File: config.mk
export PLATFORM = sky130hd
export DESIGN_NAME = mode_counter
export DESIGN_NICKNAME = d
export VERILOG_FILES = /design/src/rtl/mode_counter.sv
export SDC_FILE = /design/constraint.sdc
export NUM_CORES = 1
export LEC_CHECK = 0
export CAP_MARGIN = 20
export CORE_UTILIZATION = 59
export DETAILED_ROUTE_END_ITERATION = 6
export GPL_TIMING_DRIVEN = 0
export PLACE_DENSITY = 0.91
export SLEW_MARGIN = 0
export SYNTH_ARGS = -nofsm -noshare
export SYNTH_HDL_FRONTEND = slang
export SYNTH_SLANG_ARGS = --single-unit
File: constraint.sdc
create_clock -name clk -period 9.3 [get_ports clk]
set_input_delay 1.86 -clock clk [delete_from_list [all_inputs] [get_ports clk]]
set_output_delay 1.86 -clock clk [all_outputs]
set_load 0.005 [all_outputs]
File: src/rtl/mode_counter.sv
// -----------------------------------------------------------------------------
// mode_counter
//   Up/down counter with programmable step and inclusive modulus [0, mod_max].
//   Supports wrap or saturate at the range boundaries. Produces a one-cycle
//   terminal-count pulse and a sticky boundary-event flag. Used as a general
//   timebase or event counter.
//
// Ports
//   clk        : clock, rising edge
//   rst        : asynchronous active-low reset (clears all state)
//   load       : synchronous load of cnt_in (clipped to mod_max); highest priority
//   enab       : count enable
//   up_dn      : 1 = count up, 0 = count down
//   sat_mode   : 1 = saturate at the boundary, 0 = wrap
//   step       : unsigned increment/decrement applied per enabled cycle
//   mod_max    : inclusive upper bound of the count range
//   cnt_in     : load value
//   clr_ovf    : synchronous clear of ovf_sticky (a same-edge event wins)
//   cnt_out    : registered count
//   tc         : registered pulse, high in the cycle after a boundary event
//   ovf_sticky : registered sticky boundary-event flag
// -----------------------------------------------------------------------------
module mode_counter #(
   parameter int WIDTH  = 8,
   parameter int STEP_W = 4
) (
   input  logic              clk,
   input  logic              rst,
   input  logic              load,
   input  logic              enab,
   input  logic              up_dn,
   input  logic              sat_mode,
   input  logic [STEP_W-1:0] step,
   input  logic [WIDTH-1:0]  mod_max,
   input  logic [WIDTH-1:0]  cnt_in,
   input  logic              clr_ovf,
   output logic [WIDTH-1:0]  cnt_out,
   output logic              tc,
   output logic              ovf_sticky
);

   // Two guard bits keep mod_max+1 and cnt+step free of overflow, even when
   // mod_max is all-ones.
   localparam int EW = WIDTH + 2;

   logic [WIDTH-1:0] cnt_q, cnt_d;
   logic             tc_q, tc_d;
   logic             ovf_q, ovf_d;
   logic             evt;

   logic [EW-1:0] cnt_e, step_e, mod_e, mod_p1, sum_e;

   assign cnt_e  = EW'(cnt_q);
   assign step_e = EW'(step);
   assign mod_e  = EW'(mod_max);
   assign mod_p1 = mod_e + EW'(1);
   assign sum_e  = cnt_e + step_e;

   always_comb begin
      cnt_d = cnt_q;
      evt   = 1'b0;
      if (load) begin
         cnt_d = (cnt_in <= mod_max) ? cnt_in : mod_max;
      end else if (enab && (step_e != '0)) begin
         if (cnt_e > mod_e) begin
            // The count is stranded above a modulus that was lowered at runtime.
            evt   = 1'b1;
            cnt_d = sat_mode ? mod_max : '0;
         end else if (up_dn) begin
            if (sum_e <= mod_e) begin
               cnt_d = WIDTH'(sum_e);
            end else begin
               evt = 1'b1;
               if (sat_mode)
                  cnt_d = mod_max;
               else if (step_e <= mod_p1)
                  cnt_d = WIDTH'(sum_e - mod_p1);
               else
                  cnt_d = '0;
            end
         end else begin
            if (step_e <= cnt_e) begin
               cnt_d = WIDTH'(cnt_e - step_e);
            end else begin
               evt = 1'b1;
               if (sat_mode)
                  cnt_d = '0;
               else if (step_e <= mod_p1)
                  cnt_d = WIDTH'(cnt_e + mod_p1 - step_e);
               else
                  cnt_d = '0;
            end
         end
      end
   end

   always_comb begin
      tc_d  = evt;
      ovf_d = ovf_q;
      // A boundary event on the same edge as clr_ovf keeps the flag set.
      if (evt)
         ovf_d = 1'b1;
      else if (clr_ovf)
         ovf_d = 1'b0;
   end

   always_ff @(posedge clk or negedge rst) begin
      if (!rst) begin
         cnt_q <= '0;
         tc_q  <= 1'b0;
         ovf_q <= 1'b0;
      end else begin
         cnt_q <= cnt_d;
         tc_q  <= tc_d;
         ovf_q <= ovf_d;
      end
   end

   assign cnt_out    = cnt_q;
   assign tc         = tc_q;
   assign ovf_sticky = ovf_q;

endmodule

Word level (Yosys, flattened, before mapping)
Cells that the tools add are included.

storage, ports and cells
  bits of input ports = 27
  register bits = 10
  output and inout bits = 10

operators by class
  muxes and demuxes = 20
  add/subtract/negate cells = 6
  $lt $le $gt $ge = 5
  reductions and logical operators = 4

operators by type and width
  kind                   number
  $mux W8                12
  $sub A8 B4 Y8          2
  $reduce_bool A10 Y1    1
  $add A8 B1 Y9 const B  1
  $add A8 B4 Y9          1
  $le A4 B9 Y1           1
  $le A9 B8 Y1           1
  $add A8 B8 Y8          1
  $gt A8 B8 Y1           1
  $le A4 B8 Y1           1
  $le A8 B8 Y1           1
  $mux W1                8
  $sub A8 B8 Y8          1
  $reduce_bool A2 Y1     2
  $logic_and A1 B1 Y1    1

Depth between registers and ports, before layout
Gate-level depths: netlist (run 1).

  depth after elaboration = 10
  depth in mapped cells = 16
  depth with buffers taken out = 14

Worst setup path before layout (run 1)
Ideal clock, no wire load.

  path type = input to register
  start = input port step[0]
  end = register cnt_q[1] (netlist: cnt_out[1])
  stages = 15
  data required time = 9.205 ns
  arrival = 4.881 ns
  slack = 4.323 ns
  setup time = 0.095 ns
  path through = ha_1 -> fa_1 -> nor2b_1 -> o21a_1 -> o211ai_2 -> xnor2_1 -> ha_1 -> a2111oi_0 -> o21ai_1 -> a21oi_1 -> o22ai_1 -> buf_2 -> a21oi_1 -> a221oi_1 -> o31ai_1

between the ends
  longest elaborated chain between the ends = 9

ends and longest elaborated chain
  element               line  source
  from (decl)           33    input logic [STEP_W-1:0] step,
  $add A8 B4 Y9         57    assign sum_e = cnt_e + step_e;
  $sub A8 B8 Y8         77    cnt_d = WIDTH'(sum_e - mod_p1);
  $mux W8               76    else if (step_e <= mod_p1)
  $mux W8               74    if (sat_mode)
  $mux W8               70    if (sum_e <= mod_e) begin
  $mux W8               69    end else if (up_dn) begin
  $mux W8               65    if (cnt_e > mod_e) begin
  $mux W8               64    end else if (enab && (step_e != '0)) begin
  $mux W8               62    if (load) begin
  to (signal assigned)  113   cnt_q <= cnt_d;
  to (decl)             46    logic [WIDTH-1:0] cnt_q, cnt_d;

Several ways; a longest one is shown, not always the timed one. The select of a mux whose other input is x is not followed.
A chain may end at the register's enable or synchronous reset.

Final worst setup path (run 1)
  start = input port step[1]
  end = register cnt_q[2] (netlist: cnt_out[2])

Same word-level chain as after synthesis.

==> results_dict.tcl, run 1 <==
set metrics [dict create \
    cts_setup_buffers 0 \
    hold_path_depth 1 \
    multi_input_area_um2 2429 \
    drive_gt1_frac 0.07179 \
    switching_share 0.5113 \
    grt_antenna_before_repair 0 \
    cp_data_arrival_time_ns 6.35 \
    drt-total-wl_um 8896 \
    power.share.clock 0.081 \
    rows 25 \
    crit_family "compound AO/OA/AOI/OAI gates" \
    syn_nets 442 \
    fillers 388 \
    grt_use_met3 0.05278 \
    finalInstanceArea_um2 3358 \
    final_cells 457 \
    drc 0 \
    r2r_end "cnt_out[2]$_DFFE_PN0P_" \
    fmax_mhz 160.9 \
    worst_path_max_delay_cell "clkdlybuf4s50_1" \
    holdWs_ns 0.5165 \
    grt_usage 0.3763 \
    fin_nets 480 \
    ir_drop_mv 0.1138 \
    rsz0062_at_grt "false" \
    r2r-start "cnt_out[0]$_DFFE_PN0P_" \
    synth_cell_type_count 61 \
    hpwl_um 7169 \
    grt_pass1_vias 2997 \
    start_util 0.6117 \
    htree_num_levels 1 \
    clk_latency_ns 0.25 \
    setup_tns_ns 0 \
    max_cap_violations 0 \
    die_area_um2 5180 \
    netlist_area_um2 2889 \
    via_per_inst 6.499 \
    grt-busiest-layer "met2" \
    num_vias 2970 \
    synthCells 353 \
    synth_commonest_cells "55 x ha_1, 36 x inv_1, 22 x nor2_1" \
    crit_chain "clkdlybuf4s50_1, inv_1, ha_1, nor3b_4, o31ai_2, a2111oi_4, xor2_1, ha_1, a2111oi_0, o21ai_1, a21oi_1, o22ai_1, buf_2, a21oi_1, a221oi_1, o31ai_1" \
    intPower_mw 0.3523 \
    cts-root-buf "clkbuf_8" \
    finalSetupViolations 0 \
    die_x_um 71.98 \
    met1_usage 0.4792 \
    period_needed_ns 6.215 \
    start_kind "input port" \
    hp-class "register to register" \
    fin_skew_ns 0.007285 \
    placed_area_um2 3303 \
    async_reset_ff_frac 1.000 \
    hold_viol 0 \
    ios 37 \
    grt_pass1_wl_um 14840 \
    ctsResizeCount 0 \
    clock-sinks 10 \
    regArea_um2 250.2 \
    finalPower_mw 0.7209 \
    synth-seq-area-share 0.08662 \
    grt_max_degree 11 \
    avgRoutedWirePerCell_um 19.47 \
    path_clk_slew_ns 0.06 \
    gr-total-overflow 0 \
    drt_iter0_drc 297 \
    holdCritStartpoint "ovf_sticky$_DFFE_PN0P_" \
    synthFlopType "dfrtp_1" \
    first_pass_iters 5 \
    coreArea_um2 4723 \
    status "completed" \
    min_to "ovf_sticky$_DFFE_PN0P_" \
    finalWeightedCongestion 0.9772 \
    ant_nets 0 \
    synth-edff-count 0 \
    power_frac_seq 0.099 \
    synth_top_area_frac 0.2382 \
    slew_viol_final 0 \
    placedCellCount 453 \
    cts_tree "yes" \
    finalCritPeriodShare 0.6683 \
    crit_buf_inv 3 \
    relSlewSlack 0.5562 \
    combPwrFrac 0.820 \
    p_per_area_nw_per_um2 214.7 \
    ys_ff_latch 10 \
    synth.yosys.warnings 0 \
    hold_buffers 0 \
    p_leak_nw 1.519 \
    antenna_cells 0 \
    die_y_um 71.98 \
    use_met2 0.6237 \
    crit_fanout 10 \
    yosysMostFrequentCell "ha_1" \
    worst_pin_slew_ns 0.6633 \
    syn_avg_cell_area_um2 8.184 \
    required_ns 9.44 \
    r2r_slack_ns 4.82 \
    numCtsBuffers 3 \
    reg2reg_depth 15 \
    crit_path_end_kind "register" \
    cts_buffer_depth 2 \
    area_growth_pct 16.24 \
    numPortBuffers 33 \
    yosysTopAreaCell "ha_1" \
    synthTopCellsByArea "ha_1 24%, dfrtp_1 8.7%, xnor2_1 6.1%" \
    crit_type "input port to register" \
    p_sw_mw 0.3686 \
    critical-path-max-stage-delay_ns 0.72 \
]
[placed cells by master, fill, tap and decap left out, drive strengths merged, types with 3 or more instances in the layout]
cell,count
dfrtp,10
xnor2,20
a21oi,22
a21o,10
o31ai,9
a221oi,4
o2111ai,4
nand2b,3
nand3,13
mux2,5
o21ai,9
nand2,13
fa,7
o21a,7
nor3,8
inv,39
a22oi,7
clkbuf,8
a211oi,4
xor2,8
o22ai,3
buf,8
nor2b,7
nor2,22
o211ai,7
or2,3
clkdlybuf4s50,33
nand4,7
o211a,3
ha,55
[area by class of cell]
cell class	count	area share
Inverter	40	0.04471
Tap cell	67	0.02496
Clock buffer	4	0.01639
Timing Repair Buffer	33	0.09836
Buffer	12	0.01788
Multi-Input combinational cell	291	0.7232
Sequential cell	10	0.07452
[worst max-delay path by stage]
stage	to	cells past startpoint	slack [ns]	startpoint
2_1_floorplan	cnt_out[1]$_DFFE_PN0P_	15	4.32	step[0]
3_3_place_gp	cnt_out[2]$_DFFE_PN0P_	16	3.05	step[1]
3_5_place_dp	cnt_out[2]$_DFFE_PN0P_	16	2.98	step[1]
4_1_cts	cnt_out[2]$_DFFE_PN0P_	16	3.24	step[1]
5_1_grt	cnt_out[2]$_DFFE_PN0P_	16	2.82	step[1]
6_report	cnt_out[2]$_DFFE_PN0P_	16	3.08	step[1]
[sequential cells by signal, indices dropped and copies added (netlist names)]
name	count
tc	1
ovf_sticky	1
cnt_out	8
[kinds of logic (layout without fill, tap and decap cells)]
group	Yosys count	in the layout	synth area share
and+or+nand+nor	84	84	0.1503
muxes	6	6	0.02295
buffers and inverters	52	89	0.07275
AOI/OAI and AO/OA	109	109	0.2802
adders and majority gates	62	62	0.2867
DFF	10	10	0.08662
xor gates and xnor gates	30	30	0.1005
[metal layers]
metal	vias to the layer above	wire, um
li1	1386	-
met3	37	555
met5	-	0
met1	1398	3746
met4	0	356
met2	149	4238
[through the flow]
step | worst slack (ns) | util
floorplan | 4.323 | -
global placement | 3.051 | 0.6993
detailed placement | 2.982 | 0.6993
CTS | 3.237 | 0.7110
global route | 2.821 | 0.7110
finish | 3.085 | 0.7110
[power by group through the flow]
stage	clock, mW	sequential, mW	combinational, mW
2_1_floorplan	0	0.0673	0.426
3_3_place_gp	0	0.0706	0.552
3_5_place_dp	0	0.0716	0.573
4_1_cts	0.0575	0.0709	0.577
5_1_grt	0.0588	0.0724	0.652
6_report	0.0585	0.0713	0.591
(Power assumes the default switching activity.)
==> inputs of run 2 (changes only) <==
--- a/config.mk
+++ b/config.mk
@@ -6,10 +6,10 @@
 export NUM_CORES = 1
 export LEC_CHECK = 0
 export CAP_MARGIN = 20
-export CORE_UTILIZATION = 59
+export CORE_UTILIZATION = 52
 export DETAILED_ROUTE_END_ITERATION = 6
 export GPL_TIMING_DRIVEN = 0
-export PLACE_DENSITY = 0.91
+export PLACE_DENSITY = 0.86
 export SLEW_MARGIN = 0
 export SYNTH_ARGS = -nofsm -noshare
 export SYNTH_HDL_FRONTEND = slang
==> constraint.sdc (replaced) <==
create_clock -name clk -period 5.7 [get_ports clk]
set_input_delay 1.14 -clock clk [delete_from_list [all_inputs] [get_ports clk]]
set_output_delay 1.14 -clock clk [all_outputs]
set_load 0.005 [all_outputs]
==> run 2 against run 1 <==
Against the previous run: clock skew is 0.0054 ns lower; critical path type unchanged; largest power group unchanged; cell area increased by 0.11%; largest cell class unchanged; non-clock buffer count unchanged; first-iteration DRC count is 32% higher.
==> results_dict.tcl, run 2 (synthesis results as in run 1) <==
set metrics [dict create \
    rsz0062_at_grt "false" \
    fin_nets 480 \
    ios 37 \
    hp-class "register to register" \
    final_common_cell "ha_1" \
    grt_usage 0.2962 \
    finalWeightedCongestion 0.9533 \
    p_sw_mw 0.5931 \
    finalInstanceArea_um2 3362 \
    cts_setup_buffers 0 \
    grt_pass1_wl_um 13590 \
    drc 0 \
    largest_reg_flops 8 \
    met1_usage 0.3655 \
    ir_drop_mv 0.1699 \
    hpwl_um 7080 \
    use_met2 0.4982 \
    numPortBuffers 33 \
    start_util 0.5516 \
    max_cap_violations 0 \
    drive_gt1_frac 0.07179 \
    die_x_um 76.54 \
    power_frac_seq 0.100 \
    crit_path_end_kind "register" \
    combPwrFrac 0.821 \
    cts_tree "yes" \
    grt_pass1_vias 2828 \
    die_y_um 76.54 \
    grt_use_met3 0.03952 \
    mostFrequentLayoutCells "55 x ha_1, 36 x inv_1, 33 x clkdlybuf4s50_1" \
    clk_latency_ns 0.24 \
    avgRoutedWirePerCell_um 18.63 \
    fin_skew_ns 0.001872 \
    grt_max_degree 11 \
    p_per_area_nw_per_um2 346.6 \
    crit_type "input port to register" \
    fmax_mhz 184.1 \
    drt-total-wl_um 8572 \
    setup_tns_ns 0 \
    start_kind "input port" \
    die_area_um2 5858 \
    ctsResizeCount 0 \
    holdWs_ns 0.4754 \
    rows 26 \
    slew_viol_final 0 \
    num_vias 3015 \
    power.share.clock 0.079 \
    switching_share 0.5090 \
    cp_data_arrival_time_ns 5.57 \
    area_growth_pct 16.37 \
    period_needed_ns 5.432 \
    crit_fanout 10 \
    cts_buffer_depth 2 \
    finalPower_mw 1.165 \
    worst_pin_slew_ns 0.7443 \
    htree_num_levels 1 \
    grt-busiest-layer "met2" \
    cts-root-buf "clkbuf_8" \
    via_per_inst 6.554 \
    hold_buffers 0 \
    r2r_slack_ns 1.26 \
    first_pass_iters 6 \
    required_ns 5.83 \
    coreArea_um2 5238 \
    status "completed" \
    antenna_cells 0 \
    path_clk_slew_ns 0.05 \
    finalSetupViolations 0 \
    drt_iter0_drc 392 \
    hold_viol 0 \
    p_leak_nw 1.519 \
    intPower_mw 0.5722 \
    gr-total-overflow 0 \
    relSlewSlack 0.4992 \
    ant_nets 0 \
    grt_antenna_before_repair 0 \
    finalCritPeriodShare 0.9529 \
    clock-sinks 10 \
    numCtsBuffers 3 \
    placed_area_um2 3307 \
]
-- run 2: cell counts in the layout (fill, tap and decap cells not counted) --
No cell type changed its count.
-- run 2: worst max-delay path: stages --
cell,delay (ns)
clkdlybuf4s50_1,0.71
inv_1,0.09
ha_1,0.38
nor3b_4,0.24
o31ai_2,0.13
a2111oi_4,0.46
xor2_1,0.17
ha_1,0.23
a2111oi_0,0.51
o21ai_1,0.13
a21oi_1,0.27
o22ai_1,0.13
buf_2,0.21
a21oi_1,0.35
a221oi_1,0.10
o31ai_1,0.30
-- run 2: cell type report --
cell class	instances	area, um^2
buffer	12	60.06
clock buffer	4	55.05
fill	458	1876
inverter	40	150.1
multi-input combinational	291	2429
sequential	10	250.2
tap	70	87.58
timing repair buffer	33	330.3
-- run 2: power by group through the flow --
stage / logic (mW) / registers (mW) / clock network, mW
finish: 0.957 / 0.117 / 0.0918
global route: 1.05 / 0.119 / 0.0967
CTS: 0.939 / 0.116 / 0.0915
detailed placement: 0.934 / 0.118 / 0
global placement: 0.901 / 0.117 / 0
floorplan: 0.695 / 0.110 / 0
-- run 2: metrics by stage --
stage | utilization | setup slack [ns] | cells
3_3_place_gp | 0.6314 | 0.2727 | 456
4_1_cts | 0.6419 | 0.3088 | 460
2_1_floorplan | - | 1.443 | 353
5_1_grt | 0.6419 | 0.03257 | 460
3_5_place_dp | 0.6314 | 0.05802 | 456
6_report | 0.6419 | 0.2684 | 460
-- run 2: final timing paths --
check,end,depth (start not counted),start
setup / recovery,cnt_out[2]$_DFFE_PN0P_,16,step[1]
hold / removal,ovf_sticky$_DFFE_PN0P_,1,ovf_sticky$_DFFE_PN0P_
setup reg to reg,cnt_out[2]$_DFFE_PN0P_,15,cnt_out[0]$_DFFE_PN0P_
hold reg to reg,ovf_sticky$_DFFE_PN0P_,1,ovf_sticky$_DFFE_PN0P_
max in group asynchronous,cnt_out[0]$_DFFE_PN0P_,1,rst
min in group asynchronous,tc$_DFF_PN0_,1,rst
-- run 2: per-layer routing --
layer,vias to the layer above,part of all wire,wire [um]
met1,1388,0.41,3552
met4,0,0.049,419
met5,-,0,0
met3,55,0.077,664
li1,1386,-,-
met2,186,0.46,3936
==> inputs of run 3 (changes only) <==
--- a/config.mk
+++ b/config.mk
@@ -6,6 +6,7 @@
 export NUM_CORES = 1
 export LEC_CHECK = 0
 export CAP_MARGIN = 20
+export CORE_MARGIN = 3
 export CORE_UTILIZATION = 52
 export DETAILED_ROUTE_END_ITERATION = 6
 export GPL_TIMING_DRIVEN = 0
==> constraint.sdc (replaced) <==
create_clock -name clk -period 4.4 [get_ports clk]
set_input_delay 0.88 -clock clk [delete_from_list [all_inputs] [get_ports clk]]
set_output_delay 0.88 -clock clk [all_outputs]
set_load 0.005 [all_outputs]
==> run 3 against run 2 <==
Against the previous run: the flow now finishes with violations (design-rule violations); cell area increased by 4.0%; sequential share of layout area decreased by 0.29 points; clock power increased by 8.2%; non-clock buffer count increased by 5; clock skew decreased by 0.00067 ns; sequential power increased by 31%; critical endpoint is now cnt_out[4]$_DFFE_PN0P_; largest cell class unchanged.
==> results_dict.tcl, run 3 (synthesis results as in run 1) <==
set metrics [dict create \
    antenna_cells 0 \
    avgRoutedWirePerCell_um 19.87 \
    crit_path_end_kind "register" \
    cp_data_arrival_time_ns 4.45 \
    hold_viol 0 \
    regArea_um2 250.2 \
    worst_path_max_delay_cell "a222oi_1" \
    ir_drop_mv 0.2875 \
    min_to "ovf_sticky$_DFFE_PN0P_" \
    grt_pass1_vias 2879 \
    num_vias 3015 \
    fmax_mhz 230.3 \
    multi_input_area_um2 2541 \
    grt_usage 0.2787 \
    finalInstanceArea_um2 3497 \
    finalSetupViolations 0 \
    p_leak_nw 1.587 \
    rows 26 \
    fin_skew_ns 0.001205 \
    coreArea_um2 5238 \
    finalPower_mw 1.601 \
    crit_buf_inv 2 \
    crit_fanout 10 \
    numPortBuffers 33 \
    cts_buffer_depth 2 \
    placed_area_um2 3307 \
    cts_tree "yes" \
    final_cells 464 \
    p_per_area_nw_per_um2 457.7 \
    die_area_um2 6486 \
    numCtsBuffers 3 \
    hold_buffers 0 \
    cpMostUsedCell "o211ai_1" \
    r2r-start "cnt_out[2]$_DFFE_PN0P_" \
    crit_family "compound AO/OA/AOI/OAI gates" \
    critical-path-max-stage-delay_ns 0.40 \
    hpwl_um 7154 \
    clk_latency_ns 0.24 \
    reg2reg_depth 15 \
    drt_iter0_drc 354 \
    start_util 0.5516 \
    period_needed_ns 4.343 \
    ant_nets 0 \
    mostFrequentLayoutCells "51 x ha_1, 36 x inv_1, 27 x clkdlybuf4s50_1" \
    crit_type "input port to register" \
    fillers 436 \
    hp-class "register to register" \
    drt-total-wl_um 9218 \
    largest_reg_flops 8 \
    r2r_slack_ns 0.51 \
    holdWs_ns 0.4855 \
    via_per_inst 6.498 \
    grt_antenna_before_repair 0 \
    drc 6 \
    die_x_um 80.54 \
    status "finished with violations" \
    area_growth_pct 21.05 \
    max_cap_violations 0 \
    finalWeightedCongestion 0.9264 \
    r2r_end "cnt_out[4]$_DFFE_PN0P_" \
    htree_num_levels 1 \
    grt_max_degree 11 \
    relSlewSlack 0.5411 \
    first_pass_iters 7 \
    grt_pass1_wl_um 13920 \
    cts-root-buf "clkbuf_8" \
    required_ns 4.51 \
    ios 37 \
    path_clk_slew_ns 0.05 \
    finalCritPeriodShare 0.9870 \
    clock-sinks 10 \
    placedCellCount 456 \
    crit_chain "dlygate4sd2_1, ha_2, fa_1, nor2b_1, o21a_1, o211ai_4, xnor2_2, ha_4, a2111oi_4, o21ai_1, a21oi_2, o22ai_1, buf_4, o211ai_1, o211ai_1, a222oi_1" \
    fin_nets 485 \
    slew_viol_final 0 \
    violations "design-rule violations" \
    holdCritStartpoint "ovf_sticky$_DFFE_PN0P_" \
    start_kind "input port" \
    die_y_um 80.54 \
    final_common_cell "ha_1" \
    hold_path_depth 1 \
    gr-total-overflow 0 \
    drive_gt1_frac 0.1168 \
    worst_pin_slew_ns 0.6820 \
]
==> run 3: report_power, final <==
part | switching, mW | internal, mW
registers | 0.0382 | 0.115
logic | 0.746 | 0.602
clock network | 0.0390 | 0.0602
total | 0.823 | 0.777
==> run 3: layout make-up <==
| cell class | count | share of cell area |
|---|---|---|
| plain buffers | 12 | 0.01789 |
| clock buffers | 3 | 0.01181 |
| inverters | 40 | 0.04293 |
| multi-input cells | 291 | 0.7267 |
| flip-flops and latches | 10 | 0.07156 |
| well taps | 70 | 0.02504 |
| repair buffers | 38 | 0.1041 |
==> run 3: worst reg2reg max path, stage by stage, from the launching register on <==
cell	delay (ns)
dfrtp_1	0.52
ha_1	0.31
buf_6	0.15
nor3b_4	0.26
o31ai_4	0.13
a2111oi_4	0.44
xor2_1	0.16
ha_2	0.23
a2111oi_4	0.32
o21ai_1	0.14
a21oi_2	0.18
o22ai_1	0.11
buf_4	0.20
o211ai_1	0.10
o211ai_1	0.11
a222oi_1	0.40
==> run 3: worst max path at each step <==
| stage | start | slack [ns] | depth (start not counted) | to |
|---|---|---|---|---|
| final | step[0] | 0.06 | 16 | cnt_out[4]$_DFFE_PN0P_ |
| after global routing | step[0] | -0.04 | 16 | cnt_out[5]$_DFFE_PN0P_ |
| after CTS | step[3] | 0.06 | 16 | cnt_out[1]$_DFFE_PN0P_ |
| after detailed placement | step[1] | -0.75 | 16 | cnt_out[1]$_DFFE_PN0P_ |
| after global placement | step[1] | -0.74 | 16 | cnt_out[1]$_DFFE_PN0P_ |
| after floorplan | step[0] | 0.40 | 15 | cnt_out[1]$_DFFE_PN0P_ |
==> run 3: what timing repair did <==
action                                  4_1_cts  5_1_grt
pin swaps                                     2        7
buffers inserted                              1        4
endpoints found under the setup margin       10        8
gates resized for setup                      14       13
cloned                                        0        0
==> run 3: metrics by stage <==
step | TNS [ns] | utilization | setup slack [ns]
finish | 0 | 0.6677 | 0.05702
global route | -0.04086 | 0.6677 | -0.03908
CTS | 0 | 0.6536 | 0.05562
detailed placement | -4.966 | 0.6314 | -0.7458
global placement | -5.139 | 0.6314 | -0.7394
floorplan | 0 | - | 0.4034
==> run 3: layer usage <==
| metal | vias up | GRT usage | share of wire | wire [um] |
|---|---|---|---|---|
| met4 | 0 | 0.1368 | 0.045 | 417 |
| met1 | 1397 | 0.3471 | 0.41 | 3777 |
| met5 | - | 0 | 0 | 0 |
| li1 | 1394 | - | - | - |
| met2 | 181 | 0.4843 | 0.46 | 4278 |
| met3 | 43 | 0.01570 | 0.081 | 745 |
